**config.mk**
```make
export PLATFORM = sky130hd
export DESIGN_NAME = adc_sum_sq_sched
export DESIGN_NICKNAME = d
export VERILOG_FILES = /design/src/rtl/adc_sum_sq_sched.sv
export SDC_FILE = /design/constraint.sdc
export NUM_CORES = 1
export LEC_CHECK = 0
export ABC_CLOCK_PERIOD_IN_PS = 11800
export CORE_MARGIN = 5
export CORE_UTILIZATION = 30
export DETAILED_ROUTE_END_ITERATION = 7
export PLACE_DENSITY = 0.52
export SLEW_MARGIN = 25
export SYNTH_ARGS = -nofsm -noshare
export SYNTH_HDL_FRONTEND = slang
export SYNTH_SLANG_ARGS = --single-unit
```
**constraint.sdc**
```tcl
create_clock -name user_clk -period 11.8 [get_ports user_clk]
set_input_delay 2.36 -clock user_clk [delete_from_list [all_inputs] [get_ports user_clk]]
set_output_delay 2.36 -clock user_clk [all_outputs]
set_load 0.01 [all_outputs]
```
**src/rtl/adc_sum_sq_sched.sv**
```systemverilog
// rtl/adc_sum_sq_sched.sv - round-robin ADC sum-of-squares scheduler
//
// Purpose:
//   A single square-and-accumulate datapath is shared across N_CH ADC channels.
//   Channels are integrated in round-robin order. Each channel is integrated over
//   a window of 2^w samples, and the 32-bit result is latched into a per-channel
//   holding word. The holding words feed the software-readable registers.
//
// Ports:
//   user_clk     block clock
//   user_rst     asynchronous active-high reset
//   enable       run scheduler; low returns to IDLE and discards partial work
//   arm_on_sync  1: each sweep waits for sync_in; 0: free-run
//   sync_in      single-cycle sync pulse, only honoured in ARM
//   win_log2     window exponent, sampled on ACCUM entry, clamped to WIN_LOG2_MAX
//   adc_valid    qualifies adc_data
//   adc_data     packed signed samples, ch0 in the LSBs
//   sum_sq       held results, ch k at [32k+31:32k]
//   dump_valid   high for the single cycle a result is written
//   dump_ch      channel written on the dump_valid cycle
//   cur_ch       channel currently being integrated
//   busy         high in ACCUM/DRAIN/DUMP
//   sweep_cnt    completed full sweeps, wraps
module adc_sum_sq_sched #(
  parameter int N_CH         = 4,
  parameter int DATA_W       = 8,
  parameter int WIN_LOG2_MAX = 20
) (
  input  logic                   user_clk,
  input  logic                   user_rst,
  input  logic                   enable,
  input  logic                   arm_on_sync,
  input  logic                   sync_in,
  input  logic [4:0]             win_log2,
  input  logic                   adc_valid,
  input  logic [N_CH*DATA_W-1:0] adc_data,
  output logic [N_CH*32-1:0]     sum_sq,
  output logic                   dump_valid,
  output logic [3:0]             dump_ch,
  output logic [3:0]             cur_ch,
  output logic                   busy,
  output logic [15:0]            sweep_cnt
);

  localparam int         SQ_W    = 2 * DATA_W;
  localparam int         CNT_W   = WIN_LOG2_MAX + 1;
  localparam int         CH_W    = (N_CH > 1) ? $clog2(N_CH) : 1;
  localparam logic [4:0] WIN_MAX = 5'(WIN_LOG2_MAX);
  localparam logic [3:0] LAST_CH = 4'(N_CH - 1);
  localparam logic [32:0] ACC_SAT = 33'h0_FFFF_FFFF;

  typedef enum logic [2:0] {
    S_IDLE,
    S_ARM,
    S_ACCUM,
    S_DRAIN,
    S_DUMP
  } state_t;

  state_t state_q;
  state_t state_d;

  logic [4:0]       win_q;
  logic [CNT_W-1:0] cnt_q;
  logic [32:0]      acc_q;
  logic [SQ_W-1:0]  sq_q;
  logic             sq_vld_q;
  logic [3:0]       cur_ch_q;
  logic [3:0]       dump_ch_q;
  logic [15:0]      sweep_q;
  logic [31:0]      sum_sq_q [N_CH];

  logic signed [DATA_W-1:0] ch_sample [N_CH];
  logic [CH_W-1:0]          cur_idx;
  logic signed [DATA_W-1:0] cur_sample;
  logic signed [SQ_W-1:0]   s_ext;
  logic signed [SQ_W-1:0]   sq_next;
  logic [4:0]               win_clamp;
  logic [CNT_W-1:0]         win_target;
  logic                     cnt_full;
  logic                     take;
  logic                     enter_accum;
  logic [32:0]              acc_sum;

  for (genvar k = 0; k < N_CH; k++) begin : g_ch
    assign ch_sample[k]      = adc_data[k*DATA_W +: DATA_W];
    assign sum_sq[k*32 +: 32] = sum_sq_q[k];
  end

  assign cur_idx    = cur_ch_q[CH_W-1:0];
  assign cur_sample = ch_sample[cur_idx];

  // Sign-extend before multiplying so the square is exact in SQ_W bits;
  // the result is non-negative and is stored as unsigned.
  assign s_ext   = SQ_W'(cur_sample);
  assign sq_next = s_ext * s_ext;

  assign win_clamp  = (win_log2 > WIN_MAX) ? WIN_MAX : win_log2;
  assign win_target = CNT_W'(1) << win_q;
  assign cnt_full   = (cnt_q == win_target);

  // A sample is only accepted while the window still has room; once the count
  // is full the FSM spends one more ACCUM cycle deciding to leave.
  assign take        = (state_q == S_ACCUM) && adc_valid && !cnt_full;
  assign enter_accum = (state_d == S_ACCUM) && (state_q != S_ACCUM);

  // Accumulator is 33 bits so the carry out of the 32-bit range is visible.
  assign acc_sum = acc_q + 33'(sq_q);

  always_comb begin
    state_d = state_q;
    case (state_q)
      S_IDLE:  if (enable) state_d = S_ARM;
      S_ARM:   if (!arm_on_sync || sync_in) state_d = S_ACCUM;
      S_ACCUM: if (cnt_full) state_d = S_DRAIN;
      S_DRAIN: state_d = S_DUMP;
      S_DUMP:  state_d = (cur_ch_q == LAST_CH) ? S_ARM : S_ACCUM;
      default: state_d = S_IDLE;
    endcase
    if (!enable) state_d = S_IDLE;
  end

  always_ff @(posedge user_clk or posedge user_rst) begin
    if (user_rst) begin
      state_q   <= S_IDLE;
      win_q     <= '0;
      cnt_q     <= '0;
      acc_q     <= '0;
      sq_q      <= '0;
      sq_vld_q  <= 1'b0;
      cur_ch_q  <= '0;
      dump_ch_q <= '0;
      sweep_q   <= '0;
      for (int k = 0; k < N_CH; k++) sum_sq_q[k] <= '0;
    end else begin
      state_q <= state_d;

      // Stage 1: square of the accepted sample. Dropping enable kills any
      // square still in flight so nothing leaks into the next window.
      sq_vld_q <= take && enable;
      if (take) sq_q <= sq_next;

      // Stage 2: accumulate. Entry to ACCUM or abort to IDLE restarts the window.
      if (enter_accum || state_d == S_IDLE) begin
        cnt_q <= '0;
        acc_q <= '0;
        if (enter_accum) win_q <= win_clamp;
      end else begin
        if (take) cnt_q <= cnt_q + CNT_W'(1);
        // Sticky saturation: once past 2^32-1 the sum stays at all-ones.
        if (sq_vld_q) acc_q <= acc_sum[32] ? ACC_SAT : acc_sum;
      end

      if (state_d == S_DUMP) dump_ch_q <= cur_ch_q;

      // The dump always completes, even when enable falls in this cycle.
      if (state_q == S_DUMP) begin
        sum_sq_q[cur_idx] <= acc_q[32] ? 32'hFFFF_FFFF : acc_q[31:0];
        if (cur_ch_q == LAST_CH) begin
          cur_ch_q <= '0;
          sweep_q  <= sweep_q + 16'd1;
        end else begin
          cur_ch_q <= cur_ch_q + 4'd1;
        end
      end

      if (state_d == S_IDLE) cur_ch_q <= '0;
    end
  end

  assign dump_valid = (state_q == S_DUMP);
  assign dump_ch    = dump_ch_q;
  assign cur_ch     = cur_ch_q;
  assign busy       = (state_q == S_ACCUM) || (state_q == S_DRAIN) || (state_q == S_DUMP);
  assign sweep_cnt  = sweep_q;

endmodule
```
# Word level (Yosys, flattened, before mapping)

Cells that the tools add are included.
W data, S select, Z words.

$add $sub $neg: 4
Order comparisons: 3
Shift operators: 1
Reductions and logical operators: 18
$mul: 1
Equal/unequal tests: 9
Muxes and demuxes: 21
Bitwise logic cells: 1

Operators by type and width:

| kind                    | count |
|---|---|
| $bwmux W128             | 1 |
| $mux W32                | 3 |
| $mux W33                | 2 |
| $demux W32 S2           | 1 |
| $mux W21                | 2 |
| $add A33 B16 Y33        | 1 |
| $add A21 B1 Y21 const B | 1 |
| $eq A21 B21 Y1          | 1 |
| $shl A1 B5 Y21 const A  | 1 |
| $add A16 B1 Y16 const B | 1 |
| $bmux W8 S2             | 1 |
| $mul A8 B8 Y16          | 1 |
| $mux W8                 | 2 |
| $pmux W3 S5             | 1 |
| $mux W4                 | 3 |
| $eq A3 B2 Y1 const B    | 3 |
| $mux W3                 | 3 |
| $eq A3 B3 Y1 const B    | 2 |
| $logic_not A3 Y1        | 2 |
| $reduce_bool A2 Y1      | 3 |
| $gt A5 B5 Y1 const B    | 1 |
| $logic_and A1 B1 Y1     | 5 |
| $mux W5                 | 1 |
| $add A4 B1 Y4 const B   | 1 |
| 10 further kinds        | 15 |

Bits of input ports: 43
Word-level logic and storage cells: 71
Bits in registers: 231
Output and inout port bits: 154

# Logic depth before layout (Yosys ltp)

Depth after elaboration: 9
Depth in mapped cells: 20
Mapped depth without buffers: 19

# Worst setup path after synthesis

No wires, ideal clock.

Path kind: input port to flip-flop
Start point: input port adc_data[26]
End point: register sq_q[15]
Cell stages on the path: 19
Setup slack: 4520 ps
Arrival: 7153 ps
Cells stage by stage: mux4_2 clkbuf_1 and2_1 fa_1 inv_1 fa_1 inv_1 fa_1 inv_1 fa_1 inv_1 ha_1 and2_1 o21ai_0 o311ai_1 a21o_1 a21oi_1 xnor2_1 mux2_1

Longest elaborated chain between the ends: 4

RTL lines:

| what                                       | line | RTL |
|---|---|---|
| start: declaration                         | 36   | `input logic [N_CH*DATA_W-1:0] adc_data,` |
| $bmux W8 S2                                | 91   | `assign cur_sample = ch_sample[cur_idx];` |
| $mux W8 (implied by the code) (2 in a row) | 91   |  |
| $mul A8 B8 Y16                             | 96   | `assign sq_next = s_ext * s_ext;` |
| end signal: assignment                     | 141  | `if (take) sq_q <= sq_next;` |
| end: declaration                           | 66   | `logic [SQ_W-1:0] sq_q;` |

Every way passes these cells. The select of a mux whose other input is x is not followed.
A chain may end at the register's enable or synchronous reset.

# Worst setup path after layout

Start point: input port adc_data[7]
End point: register sq_q[15]

The elaborated chain is that of the path after synthesis.

==> results.py <==
metrics = {
    "detailed_routing": {
        "ant_nets": 0,
        "finalWirelength_mm": 32.8,
        "drt-initial-drc-count": 464,
        "routedWlPerCell_um": 17.2,
        "dr.pass1.iters": 5,
        "route.detailed.drc": 0,
        "viasPerCell": 4.82,
        "vias": 9172,
    },
    "synthesis": {
        "ys_seq_elements": 229,
        "synth-seq-area-share": 0.444,
        "synth_edf_count": 0,
        "yosysTopAreaCell": "dfrtp_1",
        "ys.flop_type": "dfrtp_1",
        "async_flop_share": 1.00,
        "synth_area_leaders": "dfrtp_1, mux2_2, fa_1",
        "synth_most_common_cell": "dfrtp_1",
        "yosys.area.top_type_share": 0.444,
        "syn_inst": 1153,
        "yosysUniqueCellTypes": 71,
        "synth_fp_nets": 1290,
        "ys_warn_count": 0,
        "syn_area_mm2": 0.0129,
        "syn_area_per_cell_um2": 11.2,
        "netlist_top_cells_count": "dfrtp_1, mux2_2, inv_1, nand2_1, nor2_1",
    },
    "worst_setup_path": {
        "worst-r2r-cell-count": 18,
        "crit_slowest_cell": "fa_1",
        "worstPathArrival_ns": 7.79,
        "timing.rr.end": "sq_q[15]",
        "crit_path_end_kind": "flop",
        "crit_fanout": 12,
        "reg2reg_from": "cur_ch[0]",
        "ff2ff_setup_slack_ns": 5.75,
        "crit_chain": "clkdlybuf4s50_1 > mux4_2 > and2_1 > fa_1 > inv_1 > fa_1 > inv_1 > fa_1 > inv_1 > fa_1 > inv_1 > ha_1 > and2_1 > o21ai_0 > o311ai_1 > a21o_1 > a21oi_1 > xnor2_1 > mux2_1",
        "required_ns": 12.25,
        "start_kind": "primary input",
        "crit_type": "primary input to flop",
        "crit_path_max_incr_delay_ns": 0.67,
    },
    "sta": {
        "max_freq_mhz": 136,
        "period_minus_slack_ns": 7.35,
        "hold_viol": 0,
        "period_share": 0.623,
        "drv_slew": 0,
        "setup_tns_ns": 0,
        "setup_viol": 0,
        "tightest_slew_ns": 0.784,
        "grt_setup_unrepaired": "false",
        "max_slew_margin": 0.477,
        "skew_ns": 0.0203,
    },
    "placed_design": {
        "io_buffers": 196,
        "dp_hpwl_mm": 24.0,
        "dpl_cell_area_mm2": 0.0154,
        "gp_congestion": 0.843,
    },
    "finish": {
        "drive_gt1_frac": 0.151,
        "fillers": 4255,
        "layout.area.seq_mm2": 0.00573,
        "stdcell_area_mm2": 0.0164,
        "area_delta_synth_final_pct": 26.9,
        "nets": 1471,
        "multi_input_area_mm2": 0.00660,
    },
    "job": {
        "max_cap_violations": 0,
    },
    "floorplanning": {
        "die_w_um": 217,
        "rows": 76,
        "die-height_um": 217,
        "dieArea_mm2": 0.0473,
        "ios": 197,
        "core_area_mm2": 0.0428,
        "initial_utilization": 0.302,
    },
    "clock_tree": {
        "htree_levels": 1,
        "cts_root_buf": "clkbuf_16",
        "clk_latency_ns": 0.56,
        "cts_buffer_depth": 3,
        "cts.hold.buffers_added": 0,
        "cts.sinks": 229,
        "cts_resized": 0,
        "clk_pin_slew_worst_paths_ns": 0.06,
        "numCtsBuffers": 29,
        "cts_tree": "done",
        "post-cts-setup-buffers": 0,
    },
    "grt": {
        "grt_usage": 0.136,
        "grt_pass1_vias": 9314,
        "grt_max_degree": 86,
        "grt_pass1_wl_mm": 52.5,
        "overflow": 0,
        "antenna_found_initial": 1,
    },
    "hold_path": {
        "whs_endpoint": "sweep_cnt[15]",
        "hold_class": "flop to flop",
        "min_path_cells": 1,
        "hp-start": "sweep_cnt[15]",
    },
    "power": {
        "power_density_mw_per_mm2": 159,
        "power.total_mw": 2.60,
        "ir_worst_vdd_v": 0.000118,
        "p_leak_nw": 7.41,
    },
    "run_status": {
        "status": "finished clean",
    },
}
-- routing by layer --
metal  global-route usage  share of wire  vias to the layer above
met3               0.0268          0.051                       44
met2                0.214           0.45                      197
met1                0.194           0.47                     4567
met5                    0              0                        -
li1                     -              -                     4364
met4               0.0341          0.021                        0
-- flip-flops by register name, indices dropped and copies added, names as in the netlist --
| signal | count |
|---|---|
| acc_q | 32 |
| dump_ch | 4 |
| cur_ch | 4 |
| state_q | 3 |
| sq_q | 15 |
| sq_vld_q | 1 |
| sum_sq | 128 |
| win_q | 5 |
| cnt_q | 21 |
| sweep_cnt | 16 |
-- how the worst max path moves through the flow --
stage,startpoint,to,slack (ns),cells past startpoint
floorplan,user_rst,acc_q[0],3.16,1
global placement,adc_data[7],sq_q[15],3.94,19
detailed placement,adc_data[7],sq_q[15],3.86,19
CTS,adc_data[7],sq_q[15],4.47,19
global route,adc_data[7],sq_q[15],4.19,19
finish,adc_data[7],sq_q[15],4.45,19
-- cells in the final DEF (no fill, tap or decap), types with 4 or more instances in the layout --
cell | netlist | final
a21oi_1 | 37 | 36
clkdlybuf4s50_1 | 0 | 196
buf_4 | 0 | 4
a31oi_1 | 19 | 19
or3_1 | 6 | 6
nor2_1 | 56 | 56
nor4_2 | 4 | 4
a21o_1 | 9 | 9
mux2_1 | 20 | 20
xnor2_1 | 37 | 37
ha_1 | 50 | 50
mux4_2 | 8 | 8
nor3_1 | 11 | 11
nor2b_1 | 4 | 4
nand3_1 | 23 | 23
nand3b_1 | 6 | 6
a211oi_1 | 7 | 7
o21ai_0 | 42 | 42
and3_1 | 14 | 14
o22ai_1 | 4 | 4
o21a_1 | 5 | 5
clkbuf_16 | 0 | 29
clkbuf_8 | 0 | 7
mux2_2 | 124 | 124
clkbuf_1 | 28 | 6
o211ai_1 | 4 | 4
dfrtp_1 | 229 | 228
and2_1 | 31 | 27
inv_1 | 91 | 90
and4_1 | 5 | 5
o31ai_1 | 4 | 4
o21ai_1 | 8 | 8
nand4_1 | 18 | 18
mux2i_1 | 6 | 6
nand2b_1 | 14 | 14
xor2_1 | 33 | 33
nand2_1 | 72 | 72
fa_1 | 44 | 44
-- kinds of logic after synthesis --
logic type / after synthesis / share of synthesized area
and+or+nand+nor: 284 / 0.116
DFF: 229 / 0.444
AOI/OAI and AO/OA: 173 / 0.0863
muxes: 158 / 0.144
buffers and inverters: 145 / 0.0457
adders and majority gates: 94 / 0.117
xor gates and xnor gates: 70 / 0.0475
-- cell type report --
type	instances	share of cell area
clock buffer	42	0.0516
timing repair buffer	202	0.123
multi-input combinational	779	0.403
clock inverter	9	0.00894
inverter	93	0.0218
antenna	1	0.000153
tap	546	0.0417
sequential	229	0.350
-- critical path, delay by kind of cell --
kind	cells	cell delay, ns
xor gates and xnor gates	1	0.07
buffers and inverters	5	0.72
muxes	2	0.87
and+or+nand+nor	2	0.45
adders and majority gates	5	2.61
AOI/OAI and AO/OA	4	0.68
-- metrics by stage --
step / utilization / worst slack, ns / instances / hold slack, ns
3_5_place_dp: 0.359 / 3.86 / 1849 / 0.464
4_1_cts: 0.383 / 4.47 / 1900 / 0.474
2_1_floorplan: - / 3.16 / 1153 / 0.468
5_1_grt: 0.383 / 4.19 / 1900 / 0.483
6_report: 0.383 / 4.45 / 1901 / 0.468
3_3_place_gp: 0.359 / 3.94 / 1849 / 0.460
-- power by group --
group | switching [mW] | internal, mW | total, mW
Clock | 0.346 | 0.562 | 0.908
Combinational | 0.435 | 0.365 | 0.800
Sequential | 0.0687 | 0.825 | 0.894
Power figures use the tool's default switching activity.
